<file path="src/rtl/cpu_pkg.sv">
// Shared CPU definitions for the branch path: word width, condition codes
// and the sequencer state encoding.
package cpu_pkg;

   localparam int WORD_W = 16;

   localparam logic [3:0] COND_GT  = 4'b0000;
   localparam logic [3:0] COND_LT  = 4'b0001;
   localparam logic [3:0] COND_EQ  = 4'b0010;
   localparam logic [3:0] COND_NE  = 4'b0011;
   localparam logic [3:0] COND_Z   = 4'b0100;
   localparam logic [3:0] COND_NEG = 4'b0101;
   localparam logic [3:0] COND_GTN = 4'b1000;
   localparam logic [3:0] COND_LTN = 4'b1001;
   localparam logic [3:0] COND_EQN = 4'b1010;
   localparam logic [3:0] COND_NEN = 4'b1011;

   typedef enum logic [1:0] {
      RUN   = 2'd0,
      EVAL  = 2'd1,
      FLUSH = 2'd2
   } state_t;

endpackage

</file>
<file path="src/rtl/branch_sequencer_if.sv">
// Branch request channel from decode to the PC sequencer (valid/ready with operands).
interface branch_sequencer_if;
   import cpu_pkg::*;

   logic              br_valid;
   logic              br_ready;
   logic [3:0]        br_cond;
   logic [WORD_W-1:0] br_rd;
   logic [WORD_W-1:0] br_rs;
   logic [WORD_W-1:0] br_n;
   logic [WORD_W-1:0] br_target;

   modport master (
      output br_valid, br_cond, br_rd, br_rs, br_n, br_target,
      input  br_ready
   );

   modport slave (
      input  br_valid, br_cond, br_rd, br_rs, br_n, br_target,
      output br_ready
   );

endinterface

</file>
<file path="src/rtl/branch_sequencer_cond.sv">
// Combinational branch condition evaluator; all compares are unsigned 16-bit.
module branch_cond
   import cpu_pkg::*;
(
   input  logic [3:0]        cond,
   input  logic [WORD_W-1:0] rd,
   input  logic [WORD_W-1:0] rs,
   input  logic [WORD_W-1:0] n,
   output logic              taken
);

   always_comb begin
      taken = 1'b0;
      case (cond)
         COND_GT:  taken = (rd >  rs);
         COND_LT:  taken = (rd <  rs);
         COND_EQ:  taken = (rd == rs);
         COND_NE:  taken = (rd != rs);
         COND_Z:   taken = (rd == '0);
         COND_NEG: taken = rd[WORD_W-1];
         COND_GTN: taken = (rd >  n);
         COND_LTN: taken = (rd <  n);
         COND_EQN: taken = (rd == n);
         COND_NEN: taken = (rd != n);
         default:  taken = 1'b0;
      endcase
   end

endmodule

</file>
<file path="src/rtl/branch_sequencer.sv">
// PC sequencer for conditional jumps: accepts one branch at a time, resolves it
// a cycle later, then redirects the PC and holds flush for FLUSH_CYCLES cycles.
module branch_sequencer
   import cpu_pkg::*;
#(
   parameter logic [WORD_W-1:0] RESET_PC     = 16'h0000,
   parameter int                FLUSH_CYCLES = 2
) (
   input  logic              clk,
   input  logic              reset,
   input  logic              enable,
   branch_sequencer_if.slave br,
   output logic [WORD_W-1:0] pc,
   output logic              taken,
   output logic              flush,
   output logic              busy
);

   localparam logic [3:0] FLUSH_INIT = (FLUSH_CYCLES > 0) ? 4'(FLUSH_CYCLES - 1) : 4'd0;

   state_t            state;
   logic [3:0]        flush_cnt;
   logic [3:0]        cond_p1;
   logic [WORD_W-1:0] rd_p1;
   logic [WORD_W-1:0] rs_p1;
   logic [WORD_W-1:0] n_p1;
   logic [WORD_W-1:0] target_p1;
   logic              hit_p1;

   assign br.br_ready = (state == RUN);
   assign busy        = (state != RUN);

   // stage p1: condition resolved from operands latched at acceptance
   branch_cond u_cond (
      .cond  (cond_p1),
      .rd    (rd_p1),
      .rs    (rs_p1),
      .n     (n_p1),
      .taken (hit_p1)
   );

   always_ff @(posedge clk or posedge reset) begin
      if (reset) begin
         state     <= RUN;
         pc        <= RESET_PC;
         taken     <= 1'b0;
         flush     <= 1'b0;
         flush_cnt <= 4'd0;
         cond_p1   <= 4'd0;
         rd_p1     <= '0;
         rs_p1     <= '0;
         n_p1      <= '0;
         target_p1 <= '0;
      end else begin
         taken <= 1'b0;
         case (state)
            RUN: begin
               if (br.br_valid) begin
                  cond_p1   <= br.br_cond;
                  rd_p1     <= br.br_rd;
                  rs_p1     <= br.br_rs;
                  n_p1      <= br.br_n;
                  target_p1 <= br.br_target;
                  state     <= EVAL;
               end else if (enable) begin
                  pc <= pc + 16'd1;
               end
            end
            EVAL: begin
               if (hit_p1) begin
                  pc    <= target_p1;
                  taken <= 1'b1;
                  if (FLUSH_CYCLES == 0) begin
                     state <= RUN;
                  end else begin
                     state     <= FLUSH;
                     flush     <= 1'b1;
                     flush_cnt <= FLUSH_INIT;
                  end
               end else begin
                  pc    <= pc + 16'd1;
                  state <= RUN;
               end
            end
            FLUSH: begin
               if (flush_cnt == 4'd0) begin
                  state <= RUN;
                  flush <= 1'b0;
               end else begin
                  flush_cnt <= flush_cnt - 4'd1;
               end
            end
            default: begin
               state <= RUN;
               flush <= 1'b0;
            end
         endcase
      end
   end

endmodule

</file>
<file path="src/flat_wrapper.sv">
// flat-port wrapper written by rule: the top's interface ports become plain ports
module branch_sequencer_flat import cpu_pkg::*;
#(
   parameter logic [WORD_W-1:0] RESET_PC     = 16'h0000,
   parameter int                FLUSH_CYCLES = 2
)
  (clk, reset, enable, pc, taken, flush, busy, br_br_valid, br_br_cond, br_br_rd, br_br_rs, br_br_n, br_br_target, br_br_ready);
  branch_sequencer_if br_i ();
  input  logic clk;
  input  logic reset;
  input  logic enable;
  output logic [WORD_W-1:0] pc;
  output logic taken;
  output logic flush;
  output logic busy;
  input wire logic [$bits(br_i.br_valid)-1:0] br_br_valid;
  input wire logic [$bits(br_i.br_cond)-1:0] br_br_cond;
  input wire logic [$bits(br_i.br_rd)-1:0] br_br_rd;
  input wire logic [$bits(br_i.br_rs)-1:0] br_br_rs;
  input wire logic [$bits(br_i.br_n)-1:0] br_br_n;
  input wire logic [$bits(br_i.br_target)-1:0] br_br_target;
  output wire logic [$bits(br_i.br_ready)-1:0] br_br_ready;
  assign br_i.br_valid = br_br_valid;
  assign br_i.br_cond = br_br_cond;
  assign br_i.br_rd = br_br_rd;
  assign br_i.br_rs = br_br_rs;
  assign br_i.br_n = br_br_n;
  assign br_i.br_target = br_br_target;
  assign br_br_ready = br_i.br_ready;
  branch_sequencer #(.RESET_PC(RESET_PC), .FLUSH_CYCLES(FLUSH_CYCLES)) u_core (.clk(clk), .reset(reset), .enable(enable), .br(br_i), .pc(pc), .taken(taken), .flush(flush), .busy(busy));
endmodule
</file>
<file path="config.mk">
export PLATFORM = sky130hd
export DESIGN_NAME = branch_sequencer_flat
export DESIGN_NICKNAME = d
export VERILOG_FILES = /design/src/rtl/cpu_pkg.sv /design/src/rtl/branch_sequencer_if.sv /design/src/rtl/branch_sequencer_cond.sv /design/src/rtl/branch_sequencer.sv /design/src/flat_wrapper.sv
export SDC_FILE = /design/constraint.sdc
export NUM_CORES = 1
export LEC_CHECK = 0
export BUFFER_PORTS_ARGS = -buffer_cell sky130_fd_sc_hd__buf_2
export CORE_UTILIZATION = 55
export DETAILED_ROUTE_END_ITERATION = 12
export HOLD_SLACK_MARGIN = 0.06
export MAX_ROUTING_LAYER = met4
export PLACE_DENSITY_LB_ADDON = 0.15
export SYNTH_ARGS = -nofsm -noshare
export SYNTH_HDL_FRONTEND = slang
export SYNTH_HIERARCHICAL = 1
export SYNTH_SLANG_ARGS = --single-unit
</file>
<file path="constraint.sdc">
create_clock -name clk -period 8.7 [get_ports clk]
set_clock_uncertainty 0.05 [all_clocks]
set_input_delay 0.87 -clock clk [delete_from_list [all_inputs] [get_ports clk]]
set_output_delay 0.87 -clock clk [all_outputs]
set_load 0.03 [all_outputs]
</file>
==> results.md, run 1 <==
- Hold Path Origin: u_core/flush$_DFFE_PP0P_
- CP bufs+invs: 1
- Aggregate global routing overflow: 0
- Total Routed Length: between 10000 and 15000 um
- DRT iter0 DRCs: 140
- Root Driver: clkbuf_8
- Syn Area/Cell: 11.22 um^2
- Yosys warnings: 6
- Worst slew pin tran: 0.9054 ns
- Num rows: 33
- Setup-failing EPs final: 0
- # resized after CTS: 0
- Drt wl/cell: 16.17 um
- Compound-gate portion of the synthesized area: 0.09825
- TritonCTS clock tree: done
- Reg2reg start: u_core/rd_p1[15]$_DFFE_PP0P_
- Num ports: 92
- Main combinational cell family by area after synthesis: multiplexers
- Top sig layer: met4
- Hold endpoint: u_core/flush$_DFFE_PP0P_
- Gr usage total: 0.2489
- Reg2reg end: u_core/pc[8]$_DFFE_PP0P_
- End-of-flow core utilization: 0.6655
- Synth cell types: 52
- Clk pin slew, worst setup/hold paths: approximately 0.09 ns
- Worst Hold Depth: 1
- RSZ-0062 raised after global routing: false
- First-pass GRT wire length: between 15000 and 20000 um
- Tightest hold margin: 0.4559 ns
- Worst rel slew slack: 0.3945
- R2R cell count: 12
- R2R setup slack: 3.97 ns
- Initial antenna violation count: 0
- Pleak: approximately 2.6 nW
- Asr flop ratio synth: 1.000
- Initial core utilization: 0.5756
- Crit path capture type: flop
- Later-pin clock latency in the skew report: 0.35 ns
- Delay-heaviest family, CP: simple AND/OR/NAND/NOR gates
- Post-DR vias/cell: just under 6
- Net count, final: 625
- Layout area overhead: 15.61%
- Fin. max-slew vios: 0
- FMAX: 211.6 MHz
- Longest Clk Path Bufs: 2
- Post-CTS setup buffer count: 0
- Met2 WL post-DR: around 4700 um
- Critical-path maximum fanout: 26
- Post-synth EDFFs: 0
- Final min period: roughly 4.7 ns
- Startpoint Class: flop
- Chip Width: ~95 um
- Crit Path Class: reg -> reg
- Input/output buffers: a little over 90
- Min-Delay Path Class: reg -> reg
- Number of synthesized register bits: 92
- Most common cell after layout, fill and taps aside: dfrtp_1
- Final Power: 1.992 mW
- Die footprint: approximately 9100 um^2
- Met3 WL: 470 um
- Setup_tns: 0 ns
- Core footprint: between 8000 and 9000 um^2
- Footprint of the multi-input gates: ~2300 um^2
- Largest net degree at the start of global routing: 70
- Pre-Repair DR Iteration Count: 4
- Syn_nets: 534
- Most Frequent Cell on Critical Path: nor4_1
- Post-synthesis sequential area ratio: 0.4795
- Final Hold Fails: 0
- H-tree levels: 3
- Maxcap violations: 0
- Largest stage delay, worst path: 0.71 ns
- Crit-path cells: ha_1, nand4_1, nor4_1, mux2i_1, xnor2_1, a32o_1, or4_1, nand3b_1, clkinv_1, nor4_1, a21oi_1, o2bb2ai_1
- Vias in the first global route: between 3000 and 4000
- Post-Synth Simple-Gate Area: 0.1188
- CTS Buf Count: 9
- Mux contribution to synthesized area: 0.1663
- Ys flop type: dfrtp_1
- Critical path's slowest cell: clkinv_1
- Sequential cell area: 2302 um^2
- ANT cells: 0
- Mapped Cells: between 400 and 500
- Commonest cells after routing, fill and taps aside: 92 x dfrtp_1, 91 x buf_2, 69 x mux2_2, 38 x inv_1, 34 x ha_1
- Cell Area, Synth: 4801 um^2
- DR vias: 3651
- # hold bufs at CTS: 0
- Post-synthesis adder-cell area fraction: 0.08861
- Remaining antenna violation count: 0
- Placer congestion estimate: 0.8710
- Power Dens Cells: ~360 nW/um^2
- Fillers: approximately 670
- Arr. time, crit path: 4.95 ns
- Clock Sinks: 92
- Xor and xnor area share after synthesis: 0.003649
- Fraction of the cycle the final worst path needs: 0.5433
- M1 WL: 4897 um
- Hpwl dp: 7427 um
- DRC viols: 0
- Peak supply drop: 163.8 uV
- Die Height: around 95 um
- CP required: just under 9 ns
- Status: complete, no violations
- Share of cells above drive strength 1: 0.3588
==> synthesized netlist by cell type (all sizes together) (3+ instances only) <==
cell	n	area (um^2)
ha	34	425.4
o22ai	4	25.02
a22oi	4	30.03
mux2	70	788.3
or4	7	56.30
a21oi	28	143.9
buf	9	50.04
nand2	17	63.81
nand3	16	85.08
nor2	12	45.04
nor4	10	62.56
nand4	15	93.84
nor3b	3	22.52
dfrtp	92	2302
o211ai	3	22.52
or3	4	26.28
nor2b	4	25.02
nor3	7	35.03
clkbuf	4	15.01
o21a	3	22.52
o21ai	14	70.07
inv	39	146.4
==> final cells by class <==
class                   count  area share
clock buffers              12     0.02795
clock inverters             4    0.009919
well taps                 105     0.02367
flip-flops and latches     92      0.4148
multi-input cells         283      0.4116
repair buffers             93     0.08476
inverters                  40     0.02728
==> through the flow <==
step           std cells  setup slack (ns)  area (um^2)
3_3_place_gp         613             4.222         5340
3_5_place_dp         613             4.020         5340
2_1_floorplan        428             5.317         4801
4_1_cts              629             4.015         5550
5_1_grt              629             3.544         5550
6_report             629             3.974         5550
==> state kept, by name (all words and copies together) (netlist names) <==
register	cells
u_core/cond_p1	4
u_core/flush	1
u_core/flush_cnt	4
u_core/n_p1	16
u_core/pc	16
u_core/rd_p1	16
u_core/rs_p1	16
u_core/state	2
u_core/taken	1
u_core/target_p1	16
==> report_power, final <==
part,internal (mW),switching [mW]
clock,0.151,0.148
sequential,0.615,0.182
combinational,0.408,0.489
==> how the worst max path moves through the flow <==
stage,from,to,slack [ns],depth (start not counted)
detailed placement,u_core/rd_p1[15]$_DFFE_PP0P_,u_core/pc[8]$_DFFE_PP0P_,4.02,12
floorplan,u_core/rd_p1[15]$_DFFE_PP0P_,u_core/pc[11]$_DFFE_PP0P_,5.32,12
finish,u_core/rd_p1[15]$_DFFE_PP0P_,u_core/pc[8]$_DFFE_PP0P_,3.97,12
global route,u_core/rd_p1[15]$_DFFE_PP0P_,u_core/pc[8]$_DFFE_PP0P_,3.54,12
CTS,u_core/rd_p1[15]$_DFFE_PP0P_,u_core/pc[8]$_DFFE_PP0P_,4.01,12
global placement,u_core/rd_p1[15]$_DFFE_PP0P_,u_core/pc[8]$_DFFE_PP0P_,4.22,12
==> worst register-to-register path: cells and delay by family (launching register included) <==
family	cells	cell delay, ns
muxes	1	0.15
xor gates and xnor gates	1	0.15
DFF	1	0.44
AOI/OAI and AO/OA	3	0.48
adders and majority gates	1	0.34
buffers and inverters	1	0.72
and+or+nand+nor	5	2.34
==> per-layer routing <==
layer  GRT usage  vias to the layer above
met5           -                        -
met4     0.08085                        0
met3     0.03270                       15
met2      0.3690                      117
met1      0.3548                     1768
li1            -                     1751
==> kinds of logic after synthesis <==
logic type      Yosys count
mux                      71
compound gates           73
simple gates            103
fa+ha+maj                34
xor+xnor                  2
buf+inv                  53
flops                    92
Note: power is estimated with default switching activity, not from simulation.
==> run 2: changes to the inputs <==
==> constraint.sdc (replaced) <==
create_clock -name clk -period 4.4 [get_ports clk]
set_clock_uncertainty 0.05 [all_clocks]
set_input_delay 0.44 -clock clk [delete_from_list [all_inputs] [get_ports clk]]
set_output_delay 0.44 -clock clk [all_outputs]
set_load 0.03 [all_outputs]
==> results.md, run 2 (synthesis results as in run 1) <==
- Status: complete, no violations
- R2R cell count: 12
- CTS Buf Count: 9
- First-pass GRT wire length: 17290 um
- Worst slew pin tran: 0.9248 ns
- TritonCTS clock tree: done
- # resized after CTS: 0
- Fin. max-slew vios: 0
- Input/output buffers: 91
- Placer congestion estimate: 0.8342
- # hold bufs at CTS: 0
- M1 WL: 5051 um
- Vias in the first global route: between 3000 and 4000
- Initial core utilization: 0.5756
- Clock Sinks: 92
- Fillers: around 700
- Chip Width: 95.43 um
- Fraction of the cycle the final worst path needs: 0.8980
- Final Hold Fails: 0
- Die footprint: 9107 um^2
- Post-DR vias/cell: 5.769
- Layout area overhead: 15.74%
- Tightest hold margin: ~0.19 ns
- Num rows: 33
- Setup-failing EPs final: 0
- Power Dens Cells: 707.6 nW/um^2
- DRC viols: 0
- Total Routed Length: between 10000 and 15000 um
- DRT iter0 DRCs: 119
- Pleak: roughly 2.6 nW
- Int Power: 2.306 mW
- Power share of the combinational group: 0.453
- H-tree levels: 3
- Worst rel slew slack: 0.3827
- Net count, final: between 600 and 700
- Gr usage total: 0.2559
- Critical-path maximum fanout: 18
- Placed insts: a little over 600
- Top sig layer: met4
- Maxcap violations: 0
- R2R setup slack: between 0.4 and 0.5 ns
- ANT cells: 0
- Arr. time, crit path: 4.18 ns
- DR vias: about 3600
- Switching power: 1.626 mW
- Clock power frac: 0.147
- Peak supply drop: between 400 and 500 uV
- CP required: 4.63 ns
- Num ports: 92
- Core footprint: 8341 um^2
- Hpwl dp: 7591 um
- Commonest cells after routing, fill and taps aside: 92 x dfrtp_1, 91 x buf_2, 69 x mux2_2, 38 x inv_1, 34 x ha_1
- Clk pin slew, worst setup/hold paths: 0.09 ns
- Min-Delay Path Class: in -> async
- Dpl cell area: 5355 um^2
- RSZ-0062 raised after global routing: false
- Crit Path Class: reg -> reg
- Later-pin clock latency in the skew report: 0.36 ns
- Remaining antenna violation count: 0
- Share of cells above drive strength 1: 0.3612
- Crit path capture type: flop
- Sequential power share: 0.400
- Drt wl/cell: 16.35 um
- Initial antenna violation count: 0
- Largest net degree at the start of global routing: 55
- Pre-Repair DR Iteration Count: 4
- Aggregate global routing overflow: 0
- Fin cells: 631
- Longest Clk Path Bufs: 2
- Startpoint Class: flop
- Root Driver: clkbuf_8
- Die Height: roughly 95 um
- Final Power: roughly 3.9 mW
- Switching Fraction: 0.4135
- Final min period: 3.951 ns
- FMAX: about 250 MHz
- Post-CTS setup buffer count: 0
- Setup_tns: 0 ns
- Most common cell after layout, fill and taps aside: dfrtp_1
- Cell area after layout: 5557 um^2
- Met3 WL: 396 um
- Met2 WL post-DR: 4751 um
run 2: cell count changes in the layout (fill, tap and decap cells not counted), sizes merged:
cell	delta
clkinv	+2
clkbuf	-1
buf	+2
inv	-1
run 2: final timing paths:
kind                                         startpoint                         endpoint
hold reg to reg                u_core/flush$_DFFE_PP0P_         u_core/flush$_DFFE_PP0P_
setup reg to reg           u_core/rd_p1[15]$_DFFE_PP0P_         u_core/pc[8]$_DFFE_PP0P_
max in group asynchronous                         reset     u_core/rd_p1[10]$_DFFE_PP0P_
setup / recovery           u_core/rd_p1[15]$_DFFE_PP0P_         u_core/pc[8]$_DFFE_PP0P_
hold / removal                                    reset  u_core/target_p1[8]$_DFFE_PP0P_
min in group clk                        br_br_target[6]  u_core/target_p1[6]$_DFFE_PP0P_
run 2: worst max-delay path, stage by stage, from the launching register on:
cell	delay [ns]
dfrtp_1	0.44
ha_1	0.35
nand4_1	0.22
nor4_1	0.44
mux2i_1	0.16
xnor2_1	0.15
a32o_1	0.25
or4_1	0.55
nand3b_1	0.15
clkinv_1	0.45
nor4_1	0.44
a21oi_1	0.08
o2bb2ai_1	0.15
run 2: power groups by stage:
stage                     clock network, mW  logic, mW  registers, mW
after floorplan                           0       1.25           1.61
after global placement                    0       1.69           1.56
after detailed placement                  0       1.77           1.59
after CTS                             0.595       1.78           1.57
after global routing                  0.629       1.98           1.63
final                                 0.579       1.78           1.57
run 2: routing by layer:
metal,vias to the layer above,global-route usage
met5,-,-
met2,84,0.3851
met3,10,0.04466
li1,1751,-
met1,1795,0.3556
met4,0,0.07587
run 2: layout make-up:
type / instances / area (um^2) / share of cell area
Clock buffer: 11 / 141.4 / 0.02544
Clock inverter: 5 / 60.06 / 0.01081
Inverter: 40 / 151.4 / 0.02725
Multi-Input combinational cell: 283 / 2285 / 0.4112
Sequential cell: 92 / 2302 / 0.4143
Tap cell: 105 / 131.4 / 0.02364
Timing Repair Buffer: 95 / 485.5 / 0.08737
run 2: per-stage QoR:
step / utilization / setup slack [ns]
floorplan: - / 1.017
global placement: 0.6421 / 0.7603
finish: 0.6662 / 0.4490
CTS: 0.6662 / 0.4914
global route: 0.6662 / 0.1477
detailed placement: 0.6421 / 0.5063
